`src/rtl/seq_divider.sv`:
```
// Sequential restoring divider: 2*WIDTH-bit dividend by WIDTH-bit divisor, one quotient bit per cycle.
// Define SEQ_DIVIDER_SIGNED_EN for two's-complement operands (magnitude divide with sign fix-up).
module seq_divider #(
    parameter int WIDTH = 32
) (
    input  logic                 clk,
    input  logic                 rst,
    input  logic                 start,
    input  logic [2*WIDTH-1:0]   dividend,
    input  logic [WIDTH-1:0]     divisor,
    output logic                 busy,
    output logic                 done,
    output logic [WIDTH-1:0]     quotient,
    output logic [WIDTH-1:0]     remainder,
    output logic                 dz,
    output logic                 ovf
);
    localparam int CW = $clog2(WIDTH + 1);

    typedef enum logic [1:0] {IDLE, RUN, DONE} state_t;

    state_t          state;
    logic [CW-1:0]   cnt;
    logic [WIDTH-1:0] rem_r, quo_r, dvs_r;
    logic            dz_p, ovf_p;

    logic [2*WIDTH-1:0] n_mag;
    logic [WIDTH-1:0]   d_mag;
    logic               ld_dz, ld_ovf;
    logic [WIDTH:0]     trial;
    logic               fits;
    logic [WIDTH-1:0]   next_rem, next_quo;
    logic [WIDTH-1:0]   fin_q, fin_r;
    logic               fin_ovf;

`ifdef SEQ_DIVIDER_SIGNED_EN
    logic neg_q_r, neg_r_r;
    logic [WIDTH-1:0] lim;

    always_comb begin
        n_mag = dividend[2*WIDTH-1] ? -dividend : dividend;
        d_mag = divisor[WIDTH-1] ? -divisor : divisor;
    end

    // A negative result may reach -2^(W-1); a positive one tops out one lower.
    always_comb begin
        lim     = neg_q_r ? {1'b1, {(WIDTH-1){1'b0}}} : {1'b0, {(WIDTH-1){1'b1}}};
        fin_ovf = quo_r > lim;
        fin_q   = fin_ovf ? '1 : (neg_q_r ? -quo_r : quo_r);
        fin_r   = fin_ovf ? '0 : (neg_r_r ? -rem_r : rem_r);
    end
`else
    always_comb begin
        n_mag   = dividend;
        d_mag   = divisor;
        fin_ovf = 1'b0;
        fin_q   = quo_r;
        fin_r   = rem_r;
    end
`endif

    // High half >= divisor means the quotient cannot fit, so no iterations are needed.
    always_comb begin
        ld_dz  = (divisor == '0);
        ld_ovf = !ld_dz && (n_mag[2*WIDTH-1:WIDTH] >= d_mag);
    end

    // Result of a successful trial is < divisor, so a WIDTH-bit subtract suffices.
    always_comb begin
        trial    = {rem_r, quo_r[WIDTH-1]};
        fits     = trial >= {1'b0, dvs_r};
        next_rem = fits ? (trial[WIDTH-1:0] - dvs_r) : trial[WIDTH-1:0];
        next_quo = {quo_r[WIDTH-2:0], fits};
    end

    always_ff @(posedge clk) begin
        if (rst) begin
            state     <= IDLE;
            cnt       <= '0;
            rem_r     <= '0;
            quo_r     <= '0;
            dvs_r     <= '0;
            dz_p      <= 1'b0;
            ovf_p     <= 1'b0;
            busy      <= 1'b0;
            done      <= 1'b0;
            quotient  <= '0;
            remainder <= '0;
            dz        <= 1'b0;
            ovf       <= 1'b0;
`ifdef SEQ_DIVIDER_SIGNED_EN
            neg_q_r   <= 1'b0;
            neg_r_r   <= 1'b0;
`endif
        end else begin
            case (state)
                IDLE: begin
                    if (start) begin
                        state <= RUN;
                        busy  <= 1'b1;
                        dz    <= 1'b0;
                        ovf   <= 1'b0;
                        cnt   <= '0;
                        rem_r <= n_mag[2*WIDTH-1:WIDTH];
                        // On divide-by-zero the raw low half is the reported remainder.
                        quo_r <= ld_dz ? dividend[WIDTH-1:0] : n_mag[WIDTH-1:0];
                        dvs_r <= d_mag;
                        dz_p  <= ld_dz;
                        ovf_p <= ld_ovf;
`ifdef SEQ_DIVIDER_SIGNED_EN
                        neg_q_r <= dividend[2*WIDTH-1] ^ divisor[WIDTH-1];
                        neg_r_r <= dividend[2*WIDTH-1];
`endif
                    end
                end
                RUN: begin
                    if (dz_p || ovf_p) begin
                        state     <= DONE;
                        busy      <= 1'b0;
                        done      <= 1'b1;
                        dz        <= dz_p;
                        ovf       <= ovf_p;
                        quotient  <= '1;
                        remainder <= dz_p ? quo_r : '0;
                    end else if (cnt == CW'(WIDTH)) begin
                        state     <= DONE;
                        busy      <= 1'b0;
                        done      <= 1'b1;
                        dz        <= 1'b0;
                        ovf       <= fin_ovf;
                        quotient  <= fin_q;
                        remainder <= fin_r;
                    end else begin
                        rem_r <= next_rem;
                        quo_r <= next_quo;
                        cnt   <= cnt + 1'b1;
                    end
                end
                DONE: begin
                    done  <= 1'b0;
                    state <= IDLE;
                end
                default: state <= IDLE;
            endcase
        end
    end
endmodule

```
`config.mk`:
```
export PLATFORM = sky130hd
export DESIGN_NAME = seq_divider
export DESIGN_NICKNAME = d
export VERILOG_FILES = /design/src/rtl/seq_divider.sv
export SDC_FILE = /design/constraint.sdc
export NUM_CORES = 1
export LEC_CHECK = 0
export ABC_AREA = 0
export ABC_CLOCK_PERIOD_IN_PS = 3700
export CORE_AREA = 2 2 192 157
export DETAILED_ROUTE_END_ITERATION = 10
export DIE_AREA = 0 0 194 159
export PLACE_DENSITY = 0.65
export SLEW_MARGIN = 20
export SYNTH_ARGS = -nofsm -noshare
export SYNTH_HDL_FRONTEND = slang
export SYNTH_SLANG_ARGS = --single-unit
```
`constraint.sdc`:
```
create_clock -name clk -period 3.7 [get_ports clk]
set_input_delay 0.74 -clock clk [delete_from_list [all_inputs] [get_ports clk]]
set_output_delay 0.74 -clock clk [all_outputs]
set_load 0.02 [all_outputs]
```
Word level (Yosys, flattened, before mapping)
Index checks and enable logic that the tools add are counted.
{"block": "word_totals", "reg_bits": 174, "in_bits": 99, "out_inout_bits": 68}
{"block": "op_classes", "n_addsub": 2, "magnitude_cmp": 2, "n_eq_ne": 7, "n_mux": 34, "reduce_logical": 14}
{"cell": "two-way mux 32 bit", "count": 12}
{"cell": "case mux 32 bit (2 select lines)", "count": 2}
{"cell": "greater-or-equal comparator 33 x 32 -> 1 bit", "count": 1}
{"cell": "greater-or-equal comparator 32 bit", "count": 1}
{"cell": "zero test 32 bit", "count": 1}
{"cell": "subtractor 32 bit", "count": 1}
{"cell": "two-way mux 6 bit", "count": 3}
{"cell": "case mux 6 bit (2 select lines)", "count": 1}
{"cell": "two-way mux 1 bit", "count": 8}
{"cell": "case mux 1 bit (2 select lines)", "count": 4}
{"cell": "AND reduction 2 bit", "count": 4}
{"cell": "adder 6 x 1 -> 6 bit, second input constant", "count": 1}
{"cell": "== test 6 bit, second input constant", "count": 1}
{"cell": "two-way mux 2 bit", "count": 3}
{"cell": "!= test 2 bit, second input constant", "count": 3}
{"cell": "nonzero test 2 bit", "count": 3}
{"cell": "case mux 2 bit (2 select lines)", "count": 1}
{"cell": "AND reduction 4 bit", "count": 1}
{"cell": "!= test 3 bit, second input constant", "count": 1}
{"cell": "AND reduction 3 bit", "count": 1}
{"cell": "== test 2 x 1 -> 1 bit, second input constant", "count": 1}
{"cell": "== test 2 bit, second input constant", "count": 1}
{"cell": "zero test 2 bit", "count": 1}
{"cell": "logical AND 1 bit", "count": 1}
{"cell": "2 further kinds", "count": 2}

Longest topological paths before layout
{"block": "logic_depth", "ltp_word": 5, "depth_mapped": 14}

Worst setup path before layout
OpenSTA, ideal clock, no wires.
{"block": "synth_timing", "kind": "reg2reg", "from": "register dvs_r[23]", "to": "register rem_r[1] (netlist: fin_r[1])", "arrival_ps": 2510, "required_ps": 3604, "path_slack_ps": 1095, "path_stages_with_launch": 13, "path_buffers": 2, "synth_period_minus_slack_ps": 2605, "cell_sequence": "dfxtp_1 inv_1 ha_1 buf_2 and4_1 and4_1 nand4_1 a31oi_1 a21oi_1 a21o_1 buf_6 mux2_4 o41ai_2"}
{"block": "synth_between", "elab_chain_len": 5}
{"item": "start: declaration", "line_no": "24", "text": "logic [WIDTH-1:0] rem_r, quo_r, dvs_r;"}
{"item": "start signal: assignment", "line_no": "107", "text": "dvs_r <= d_mag;"}
{"item": "greater-or-equal comparator 33 x 32 -> 1 bit", "line_no": "71", "text": "fits = trial >= {1'b0, dvs_r};"}
{"item": "two-way mux 32 bit", "line_no": "72", "text": "next_rem = fits ? (trial[WIDTH-1:0] - dvs_r) : trial[WIDTH-1:0];"}
{"item": "two-way mux 32 bit", "line_no": "125", "text": "end else if (cnt == CW'(WIDTH)) begin"}
{"item": "two-way mux 32 bit", "line_no": "117", "text": "if (dz_p || ovf_p) begin"}
{"item": "case mux 32 bit (2 select lines)", "line_no": "96", "text": "case (state)"}
{"item": "end signal: assignment", "line_no": "104", "text": "rem_r <= n_mag[2*WIDTH-1:WIDTH];"}
{"item": "end signal: assignment", "line_no": "134", "text": "rem_r <= next_rem;"}
{"item": "end: declaration", "line_no": "24"}
No other way between the ends. The select of a mux whose other input is x is not followed.
A chain may end at the register's enable or synchronous reset.

Worst setup path after layout
{"block": "layout_timing", "from": "register dvs_r[7]", "to": "register rem_r[1] (netlist: fin_r[1])"}
Same word-level chain as after synthesis.

==> impl_metrics.ini <==
[clocking]
cts_tree = yes
postCtsSetupRepairBufs = 0
cts_resized = 0
cts_hold_buf = 0
clock_latency_ns = 0.43
clockBufferDepth = 2
clock_sinks = 174
clk_pin_slew_ns = 0.07
htreeDepth = 4
ctsRootBufferMaster = clkbuf_16
cts_buffers = 17

[yosys]
yosys_warnings = 0
yosys_most_used_dff = dfxtp_1
avgSynthCellArea_sq_um = 7.47
synth-edff-count = 0
yosysSeqAreaShare_pct = 34.8
ys_types = 62
synthArstFlopShare_pct = 0
syn_inst = 1338
yosysTopAreaCell = dfxtp_1
synth_top_area_share_pct = 34.8
synth-seq-cells = 174
synth_nets = 1504
synth.area.top_cells = dfxtp_1 35%, ha_1 8.3%, nand2_1 7.1%
yosysMostFrequentCell = nand2_1
synthesis.area_sq_um = 10000
synthTopCellsByCount = 190 x nand2_1, 174 x dfxtp_1, 174 x nor2_1

[sta]
final_hold_viol_count = 0
clock.fmax_ghz = 0.296
hold_ws_ns = 0.455
fin_skew_ns = 0.0125
max-slew-margin-rel_pct = 47.4
finalCriticalPeriod_ns = 3.38
finalSetupTns_ns = 0
timing.final.crit_share_pct = 91.4
maxSlewViolCount = 0
setup_violations = 0
worstMarginPinSlew_ns = 0.789
rsz0062_at_grt = false

[place]
globalplace.congestion = 0.905
dp_hpwl_microns = 25800
portBuffers = 166

[route]
viasPerCell = 5.51
routed-via-count = 10241
drc_errors = 0
drtIter0Drc = 834
ant_nets = 0
wl_per_cell_microns = 18.7
drt_wl_total_microns = 34700
drt-pass1-iter-count = 5

[die]
num_rows = 56
die_area_sq_um = 30800
initial_utilization_pct = 34.6
core_region_area_sq_um = 28900
ios = 167
die_x_microns = 194
dieHeight_microns = 159

[power_and_ir_drop]
p_leak_nw = 4.95
power.density_nw_per_um2 = 515
max-vdd-ir-drop_mv = 0.375

[critical_path]
crit_fanout = 17
cp.arrival_ns = 3.72
critPathTopFamily = compound AO/OA/AOI/OAI gates
crit_top_cell = and3_1
cpMaxStageDelayCell = a21o_1
rrSetupSlack_ns = 0.32
path_buf_inv = 1
path_cells = inv_1 -> ha_1 -> and3_1 -> and3_1 -> a21boi_2 -> o21ai_1 -> a31o_1 -> a21o_1 -> mux2_4 -> o41ai_2
reg2reg_from = dvs_r[7]
rr_worst_depth = 10
worst-setup-path-type = reg2reg
end_kind = register
slowest_delay_ns = 0.60
worstPathRequired_ns = 4.04
cp-start-kind = register
r2r-end = fin_r[1]

[global_route]
antenna_found_initial = 0
grt_pass1_vias = 9853
grt_max_degree = 73
grt_remaining_overflow = 0
track_usage_pct = 22.3
grt_pass1_wl_microns = 55200

[run]
max_cap_viol_count = 0

[final_layout]
final_util_pct = 43.9
drive_above_1_share_pct = 5.54
syn2layout_area_growth_pct = 26.8
layout.nets = 1634
diodes = 0

[worst_hold_path]
min_delay_path_depth = 2
whs_endpoint = dvs_r[4]
hold_start = dvs_r[4]
hold_path_class = reg2reg

[run_status]
status = finished clean
sequential cells by signal, indices dropped and copies added (netlist names), 2 cells and up:
name and flops:
fin_r 32, remainder 32, fin_q 32, cnt 6
state 2, dvs_r 32, quotient 32
power by group:
part / switching (W) / total [W] / internal, W
logic: 0.00149 / 0.00245 / 0.000966
registers: 0.000173 / 0.00220 / 0.00203
clock network: 0.000835 / 0.00187 / 0.00103
total: 0.00250 / 0.00653 / 0.00403
layout make-up:
cell class                      count  area, sq um
Clock buffer                       20          447
Timing Repair Buffer              202         1950
Clock inverter                     12          150
Fill cell                        2939        16200
Tap cell                          377          472
Sequential cell                   174         3480
Multi-Input combinational cell    994         5870
Inverter                           79          297
cell families after synthesis:
group                    synth area share (%)
AO/OA/AOI/OAI                            21.6
XOR/XNOR                                 2.37
multiplexers                            0.763
AND/OR/NAND/NOR                          25.3
flip-flops                               34.8
adder cells (fa/ha/maj)                  8.46
buffers and inverters                    6.68
worst min-delay path: stages (launching register included):
cell and delay [ns]:
dfxtp_1 0.31, nand2_1 0.05, a21oi_1 0.05
cells in the final DEF (no fill, tap or decap), types with 16 or more instances in the layout:
master and count:
a21oi_1 97, nand2_1 187, nor3_1 112, a211oi_1 20, o21ai_0 53, dfxtp_1 174, a311oi_1 34, clkbuf_16 17
a221oi_1 30, ha_1 66, xor2_1 16, buf_4 35, nor2_1 173, a21o_1 18, inv_1 79, clkdlybuf4s50_1 165
worst max path at each step:
| stage | slack [ns] | end | cells after the start | start |
|---|---|---|---|---|
| final | 0.32 | fin_r[1] | 10 | dvs_r[7] |
| after global placement | 0.50 | fin_r[1] | 9 | fin_r[20] |
| after global routing | 0.10 | fin_r[7] | 11 | dvs_r[4] |
| after detailed placement | 0.41 | fin_r[1] | 10 | dvs_r[7] |
| after CTS | 0.39 | fin_r[1] | 10 | dvs_r[7] |
| after floorplan | 1.09 | fin_r[1] | 12 | dvs_r[23] |
routing by layer:
layer / up-vias / GRT usage, % / wire length (microns)
met3: 53 / 3.86 / 2500
met5: - / 0 / 0
met2: 389 / 35.0 / 15300
met1: 4818 / 31.5 / 16100
li1: 4981 / - / -
met4: 0 / 6.16 / 803
metrics by stage:
stage / total power [W] / area, sq um / std cells / setup slack [ns]
after floorplan: 0.00386 / 10000 / 1338 / 1.09
after global placement: 0.00463 / 12100 / 1826 / 0.499
after detailed placement: 0.00464 / 12100 / 1826 / 0.410
after CTS: 0.00652 / 12700 / 1858 / 0.390
after global routing: 0.00692 / 12700 / 1858 / 0.101
final: 0.00653 / 12700 / 1858 / 0.318
No activity file was read; power rests on OpenSTA's default activity.
